File: config.mk
export PLATFORM = sky130hd
export DESIGN_NAME = c_shift_lane_v5_0
export DESIGN_NICKNAME = d
export VERILOG_FILES = /design/src/rtl/c_shift_pkg.sv /design/src/rtl/c_shift_burst_ctl.sv /design/src/rtl/c_shift_lane_v5_0.sv
export SDC_FILE = /design/constraint.sdc
export NUM_CORES = 1
export LEC_CHECK = 0
export CAP_MARGIN = 30
export CELL_PAD_IN_SITES_DETAIL_PLACEMENT = 1
export CELL_PAD_IN_SITES_GLOBAL_PLACEMENT = 2
export CORE_MARGIN = 2
export CORE_UTILIZATION = 33
export DETAILED_ROUTE_END_ITERATION = 12
export DONT_BUFFER_PORTS = 1
export GPL_TIMING_DRIVEN = 0
export HOLD_SLACK_MARGIN = 0.03
export PLACE_DENSITY = 0.8
export RECOVER_POWER = 25
export REMOVE_ABC_BUFFERS = 1
export SYNTH_ARGS = -nofsm -noshare
export SYNTH_HDL_FRONTEND = slang
export SYNTH_SLANG_ARGS = --single-unit
File: constraint.sdc
create_clock -name CLK -period 1.3 [get_ports CLK]
set_input_delay 0.26 -clock CLK [delete_from_list [all_inputs] [get_ports CLK]]
set_output_delay 0.26 -clock CLK [all_outputs]
set_load 0.03 [all_outputs]
File: src/rtl/c_shift_pkg.sv
// Shared constants for the lane shift register family: shift directions,
// fill modes and a constant-foldable ceiling log2.
package c_shift_pkg;

  localparam int c_lsb_to_msb    = 0;
  localparam int c_msb_to_lsb    = 1;
  localparam int c_bidirectional = 2;

  localparam int c_zeros = 0;
  localparam int c_ones  = 1;
  localparam int c_lsb   = 2;
  localparam int c_msb   = 3;
  localparam int c_wrap  = 4;
  localparam int c_sdin  = 5;

  // Smallest r with 2**r >= value; loop stops at 30 so 1<<i stays positive.
  function automatic int clog2(input int value);
    int r;
    r = 0;
    for (int i = 0; i < 31; i++) begin
      if ((1 << i) < value) r = i + 1;
    end
    return r;
  endfunction

endpackage

File: src/rtl/c_shift_burst_ctl.sv
// Burst sequencer: IDLE/RUN state plus a down-counter of remaining lane steps.
// Emits step_en on every enabled RUN cycle and a one-cycle DONE at the end.
module c_shift_burst_ctl #(
  parameter int C_STEPS = 16,
  parameter int C_CNT_W = 5
) (
  input  logic               clk,
  input  logic               rst_n,
  input  logic               ce,
  input  logic               sclr,
  input  logic               p_load,
  input  logic               start,
  input  logic [C_CNT_W-1:0] count,
  output logic               busy,
  output logic               done,
  output logic               step_en
);

  localparam logic IDLE = 1'b0;
  localparam logic RUN  = 1'b1;
  localparam logic [C_CNT_W-1:0] MAX_STEPS = C_CNT_W'(C_STEPS);

  logic               state_reg;
  logic               done_reg;
  logic [C_CNT_W-1:0] remaining_reg;
  logic [C_CNT_W-1:0] clamped;

  assign clamped = (count > MAX_STEPS) ? MAX_STEPS : count;
  assign busy    = (state_reg == RUN);
  assign done    = done_reg;
  // Clear and load outrank a burst step, so they also suppress it here.
  assign step_en = ce & ~sclr & ~p_load & (state_reg == RUN);

  always_ff @(posedge clk or negedge rst_n) begin
    if (!rst_n) begin
      state_reg     <= IDLE;
      remaining_reg <= '0;
      done_reg      <= 1'b0;
    end else if (ce) begin
      done_reg <= 1'b0;
      if (sclr) begin
        state_reg     <= IDLE;
        remaining_reg <= '0;
      end else if (state_reg == RUN) begin
        if (p_load) begin
          state_reg     <= IDLE;
          remaining_reg <= '0;
        end else begin
          remaining_reg <= remaining_reg - 1'b1;
          if (remaining_reg == C_CNT_W'(1)) begin
            state_reg <= IDLE;
            done_reg  <= 1'b1;
          end
        end
      end else if (start) begin
        // A zero-length burst completes immediately without entering RUN.
        if (count == '0) begin
          done_reg <= 1'b1;
        end else begin
          remaining_reg <= clamped;
          state_reg     <= RUN;
        end
      end
    end
  end

endmodule

File: src/rtl/c_shift_lane_v5_0.sv
// Lane-wide shift register with parallel load, selectable fill and an
// autonomous burst engine for serialize/deserialize use.
module c_shift_lane_v5_0
  import c_shift_pkg::*;
#(
  parameter int                 C_WIDTH      = 16,
  parameter int                 C_LANE       = 1,
  parameter int                 C_SHIFT_TYPE = 0,
  parameter int                 C_FILL_DATA  = 5,
  parameter logic [C_WIDTH-1:0] C_SINIT_VAL  = '0,
  parameter int                 C_CNT_W      = clog2(C_WIDTH / C_LANE) + 1
) (
  input  logic               CLK,
  input  logic               ACLR_N,
  input  logic               CE,
  input  logic               SCLR,
  input  logic               LSB_2_MSB,
  input  logic               P_LOAD,
  input  logic [C_WIDTH-1:0] D,
  input  logic [C_LANE-1:0]  SDIN,
  input  logic               SHIFT,
  input  logic               START,
  input  logic [C_CNT_W-1:0] COUNT,
  output logic               BUSY,
  output logic               DONE,
  output logic [C_LANE-1:0]  SDOUT,
  output logic [C_WIDTH-1:0] Q
);

  localparam int STEPS = C_WIDTH / C_LANE;

  logic               dir_up;
  logic               busy_int;
  logic               step_en;
  logic               step;
  logic [C_LANE-1:0]  out_lane;
  logic [C_LANE-1:0]  fill;
  logic [C_WIDTH-1:0] shifted;
  logic [C_WIDTH-1:0] q_reg;

  c_shift_burst_ctl #(
    .C_STEPS (STEPS),
    .C_CNT_W (C_CNT_W)
  ) u_burst_ctl (
    .clk     (CLK),
    .rst_n   (ACLR_N),
    .ce      (CE),
    .sclr    (SCLR),
    .p_load  (P_LOAD),
    .start   (START),
    .count   (COUNT),
    .busy    (busy_int),
    .done    (DONE),
    .step_en (step_en)
  );

  always_comb begin
    dir_up = 1'b1;
    if (C_SHIFT_TYPE == c_msb_to_lsb)         dir_up = 1'b0;
    else if (C_SHIFT_TYPE == c_bidirectional) dir_up = LSB_2_MSB;
  end

  assign out_lane = dir_up ? q_reg[C_WIDTH-1 -: C_LANE] : q_reg[C_LANE-1:0];

  always_comb begin
    case (C_FILL_DATA)
      c_zeros: fill = '0;
      c_ones:  fill = '1;
      c_lsb:   fill = {C_LANE{q_reg[0]}};
      c_msb:   fill = {C_LANE{q_reg[C_WIDTH-1]}};
      c_wrap:  fill = out_lane;
      default: fill = SDIN;
    endcase
  end

  assign shifted = dir_up ? {q_reg[C_WIDTH-C_LANE-1:0], fill}
                          : {fill, q_reg[C_WIDTH-1:C_LANE]};

  // Manual steps are only honoured while no burst owns the register.
  assign step = step_en | (SHIFT & ~busy_int);

  always_ff @(posedge CLK or negedge ACLR_N) begin
    if (!ACLR_N) begin
      q_reg <= '0;
    end else if (CE) begin
      if (SCLR)        q_reg <= C_SINIT_VAL;
      else if (P_LOAD) q_reg <= D;
      else if (step)   q_reg <= shifted;
    end
  end

  assign Q     = q_reg;
  assign SDOUT = out_lane;
  assign BUSY  = busy_int;

endmodule

# After elaboration in Yosys (flattened, before gate mapping)
# Index checks and enable logic that the tools add are counted.
# totals
reg_bits	23
input_bits	30
output_inout_bits	19
elab_cells	42
# classes
addsub	1
magnitude_cmp	1
eq_ne	2
n_mux	21
bitwise_logic	8
reduce_logical	5
# ops
cell	n
$mux W16	3
$mux W5	6
$mux W1	12
$reduce_bool A3 Y1	2
$eq A5 B1 Y1 const B	1
$gt A5 B5 Y1 const B	1
$logic_not A5 Y1	1
$sub A5 B1 Y5 const B	1
$and A1 B1 Y1	4
$ne A3 B2 Y1 const B	1
$not A1 Y1	3
$reduce_and A3 Y1	1
$reduce_and A2 Y1	1
$or A1 B1 Y1	1

# Longest topological paths before layout
# logic_depth
word_depth	8
ltp_mapped	6
ltp_nobuf	6

# Hierarchy
# From an unflattened synthesis, not the netlist that was laid out.
# unflattened
hier_cells	113
area_unflattened_um2	1317.5
# by_module_without_submodules
module	instances	cells_per_inst	area_each_um2	seq_area_each_um2
c_shift_lane_v5_0	1	57	804.5	400.4
c_shift_burst_ctl	1	56	513.0	175.2

# Worst setup path before layout
# OpenSTA, ideal clock, no wires.
# synth_timing
path_kind	register -> register
startpoint	reg u_burst_ctl.state_reg (netlist: u_burst_ctl.busy)
endpoint	reg q_reg[15] (netlist: Q[15])
setup_ns	0.095
arrival_ns	1.405
t_required_ns	1.205
path_slack_ns	-0.201
stages_incl_launch_ff	5
n_path_buf	1
synth_period_minus_slack_ns	1.501
cell_sequence	dfrtp_1 o41ai_2 buf_2 nand2_1 o31ai_1
# synth_between
elab_chain_len	5
elab_cells_between_ends	6
cone_classes	bitwise (4); reduce/logical (2)
# synth_rtl
item	line_no	text
start: declaration	c_shift_burst_ctl.sv:23	logic state_reg;
start signal: assignment	c_shift_burst_ctl.sv:36	state_reg <= IDLE;
start signal: assignment	c_shift_burst_ctl.sv:42	state_reg <= IDLE;
start signal: assignment	c_shift_burst_ctl.sv:46	state_reg <= IDLE;
$not A1 Y1	c_shift_lane_v5_0.sv:80	assign step = step_en | (SHIFT & ~busy_int);
$and A1 B1 Y1	c_shift_lane_v5_0.sv:80	
$or A1 B1 Y1 *	c_shift_lane_v5_0.sv:80	
$reduce_bool A3 Y1 (no source line) *	--	
$reduce_and A2 Y1 (no source line) *	--	
end signal: assignment	c_shift_lane_v5_0.sv:88	else if (step) q_reg <= shifted;
end: declaration	c_shift_lane_v5_0.sv:39	logic [C_WIDTH-1:0] q_reg;
# Mark *: on every way between the ends. The rest lies on a longest branch, timed or not.
# A chain may end at the register's enable or synchronous reset.

# Final worst setup path
# layout_timing
startpoint	reg u_burst_ctl.remaining_reg[0]
endpoint	reg u_burst_ctl.remaining_reg[4]
# layout_between
elab_chain_len	4
# layout_rtl
item	line_no	text
start: declaration	c_shift_burst_ctl.sv:25	logic [C_CNT_W-1:0] remaining_reg;
start signal: assignment	c_shift_burst_ctl.sv:49	remaining_reg <= remaining_reg - 1'b1;
start signal: assignment	c_shift_burst_ctl.sv:60	remaining_reg <= clamped;
$sub A5 B1 Y5	c_shift_burst_ctl.sv:49	
$mux W5	c_shift_burst_ctl.sv:45	if (p_load) begin
$mux W5	c_shift_burst_ctl.sv:44	end else if (state_reg == RUN) begin
$mux W5	c_shift_burst_ctl.sv:41	if (sclr) begin
# No other way between the ends.

==> flow_summary_export.csv <==
group,metric,value,unit
cts,htree_num_levels,1,
power_and_ir_drop,p_int,1217,uW
power_and_ir_drop,p_leak,0.0007861,uW
power_and_ir_drop,clkPwrFrac,0.242,
setup_path,arrival,1.61,ns
routing,via_per_inst,5.683,
logic_synthesis,synth_most_common_cell,"dfrtp_1",
routing,drt-pass1-iter-count,4,
logic_synthesis,yosys.cell_types.count,24,
floorplan,die_w,65.67,um
logic_synthesis,synth_top_cell_area_share,0.4586,
placed_design,dp.cells,163,
setup_path,worstPathCellList,"inv_2, ha_4, nor3b_4, xor2_1, a22oi_1, o31ai_1",
sta,tightest_slew,0.5799,ns
status,violations,"setup timing",
logic_synthesis,synthFlopType,"dfrtp_1",
power_and_ir_drop,pwr-share-comb,0.224,
routing,vias,1023,
logic_synthesis,synthMuxAreaShare,0.1276,
power_and_ir_drop,seq_power_share,0.534,
setup_path,r2r-start,"u_burst_ctl.remaining_reg[0]",
setup_path,worst-r2r-setup-slack,-0.13,ns
floorplan,rows,22,
placed_design,dp_hpwl,2.223,mm
floorplan,ios,49,
routing,drtAntennaViolNets,0,
worst_hold_path,min_path_cells,1,
power_and_ir_drop,swShare,0.3442,
setup_path,cp_max_fo,4,
sta,relSlewSlack,0.6134,
power_and_ir_drop,peakVddDrop,0.0006264,V
floorplan,initial_core_util,0.3428,
sta,post-route-min-period,1.432,ns
logic_synthesis,synthArstFlopShare,1.000,
logic_synthesis,synth_compound_area_frac,0.2164,
logic_synthesis,synthXorXnorAreaFrac,0.02094,
floorplan,dieHeight,65.67,um
sta,hold_viol,0,
setup_path,endpoint_kind,"flip-flop",
finish,largest_reg_flops,16,
logic_synthesis,synth-simple-area-share,0.1117,
routing,drt_iter0_markers,31,
setup_path,rr_worst_depth,6,
cts,clk_pin_slew,0.08,ns
power_and_ir_drop,power_density,1079,nW/um2
worst_hold_path,min_to,"Q[3]",
grt,grt_max_degree,24,
power_and_ir_drop,power_switching,638.5,uW
logic_synthesis,synth.area.top_cells,"dfrtp_1 46%, mux2i_1 13%, o31ai_1 10%",
placed_design,port_buffers,0,
finish,final_util,0.4696,
logic_synthesis,syn_area_per_cell,10.29,um2
worst_hold_path,hp-class,"primary input to flip-flop",
sta,fmax,0.6983,GHz
status,outcome,"finished, violations left",
sta,rsz0062_at_grt,"yes",
grt,antenna_found_initial,0,
setup_path,worstSetupPathType,"flip-flop to flip-flop",
setup_path,max_stage_delay,0.44,ns
grt,grt_pass1_wl,5.340,mm
cts,clock_sinks,23,
logic_synthesis,synthAdderAreaFrac,0.01994,
floorplan,die-area,4312,um2
cts,cts-buffers-inserted,3,
grt,grt_util_all_layers,0.1661,
logic_synthesis,synth_top_family_by_area,"compound AO/OA/AOI/OAI gates",
sta,fin_crit_sh,1.102,
logic_synthesis,yosysWarningCount,0,
setup_path,cpMaxStageDelayCell,"dfrtp_1",
sta,drv_slew,0,
sta,final-setup-viol-count,20,
run,cap_violations,0,
logic_synthesis,ys_seq_area_frac,0.4586,
routing,wl,3.450,mm
placed_design,dp_slack,-0.7399,ns
placed_design,place_congestion,0.7889,
setup_path,cp-start-kind,"flip-flop",
finish,syn_to_final_growth,36.99,%
logic_synthesis,synth_edf_count,0,
sta,tns,-1.654,ns
cts,cts_max_path_buffers,2,
floorplan,core_area,3661,um2
sta,skew,0.002554,ns
sta,finalWorstSetupSlack,-0.1320,ns
finish,antennaDiodeCount,0,
logic_synthesis,synth.ff_latch_count,23,
grt,grt_pass1_vias,1086,
logic_synthesis,netlist.top_cell.by_area,"dfrtp_1",
setup_path,r2r-end,"u_burst_ctl.remaining_reg[4]",
logic_synthesis,mappedNetlistArea,1255,um2
cts,root_buffer,"clkbuf_8",
cts,clk_latency,0.26,ns
finish,stdcell_count,180,
worst_hold_path,min_from,"SCLR",
setup_path,required,1.48,ns
logic_synthesis,synthTopCellsByCount,"23 x dfrtp_1, 21 x nand2_1, 17 x o31ai_1, 16 x mux2i_1",
setup_path,crit_buf_inv,1,
routing,drcViolationCount,0,
finish,layout-drive-gt1-share,0.4621,
routing,wire_per_inst,19.17,um
setup_path,path_delay_family,"flip-flops",
cts,cts_tree,"done",
finish,num-nets-final,165,
grt,gr-total-overflow,0,
logic_synthesis,netlist_instances,122,
==> how the worst max path moves through the flow <==
stage | to | from | slack [ns] | depth (start not counted)
after floorplan | Q[0] | u_burst_ctl.busy | -1.16 | 2
after global placement | Q[5] | u_burst_ctl.busy | -1.73 | 2
after detailed placement | Q[6] | u_burst_ctl.busy | -0.74 | 4
after CTS | u_burst_ctl.remaining_reg[4] | u_burst_ctl.remaining_reg[0] | -0.08 | 6
after global routing | u_burst_ctl.remaining_reg[4] | u_burst_ctl.remaining_reg[0] | -0.23 | 6
final | u_burst_ctl.remaining_reg[4] | u_burst_ctl.remaining_reg[0] | -0.13 | 6
==> metrics by stage <==
step	hold slack (ns)	cell area [um2]	power, uW
after floorplan	-0.03559	1214	1141
after detailed placement	-0.03524	1300	1212
final	0.07652	1719	1855
after global routing	0.06101	1719	1959
after CTS	0.07314	1493	1755
after global placement	-0.03512	1274	1183
==> cells in the final DEF, fill, tap and decap left out, types with 2 or more instances in the layout <==
cell      count
dfrtp_1      22
mux2i_1      16
nand2_4      12
o31ai_2      12
nand2_2       7
buf_4         6
a22oi_1       5
nor2_1        5
o31ai_1       4
inv_2         3
xor2_1        3
clkbuf_8      3
buf_6         3
o41ai_4       2
nand2_1       2
o22ai_1       2
o21ai_1       2
o21ai_2       2
buf_12        2
==> what timing repair did <==
| item | CTS | global route |
|---|---|---|
| setup buffers | 6 | 3 |
| endpoints found under the hold margin | 23 | 0 |
| gates resized for setup | 27 | 44 |
| setup endpoints to repair | 23 | 23 |
| cloned | 1 | 1 |
| pin swaps | 4 | 6 |
| hold buffers | 2 | 0 |
==> logic make-up (layout without fill, tap and decap cells) <==
family          count (synthesis)  after routing
mux                            16             16
compound gates                 34             34
xor+xnor                        3              3
simple gates                   32             32
fa+ha+maj                       2              2
buf+inv                        12             22
flops                          23             23
==> area by class of cell <==
cell class	count	area, um2
inverters	4	15.01
fillers	390	1942
repair buffers	14	158.9
multi-input cells	87	860.8
clock buffers	4	45.04
well taps	48	60.06
flip-flops and latches	23	579.3
==> layer usage <==
metal  global-route usage  share of wire  vias up
met2               0.2816           0.52       35
met5                    0              0        -
li1                     -              -      467
met4              0.07031          0.014        0
met3              0.04452          0.078        5
met1               0.1965           0.39      516
==> worst register-to-register path, delay by kind of cell (launching register included) <==
family / cells / cell delay (ns)
flops: 1 / 0.44
simple gates: 1 / 0.17
buf+inv: 1 / 0.10
xor+xnor: 1 / 0.17
compound gates: 2 / 0.34
fa+ha+maj: 1 / 0.13
==> power by group through the flow <==
stage          logic (uW)  registers (uW)  clock network, uW
6_report              416             990                449
5_1_grt               454            1000                500
4_1_cts               314             970                471
3_5_place_dp          234             978                  0
3_3_place_gp          210             973                  0
2_1_floorplan         186             955                  0
Note: power is estimated with default switching activity, not from simulation.
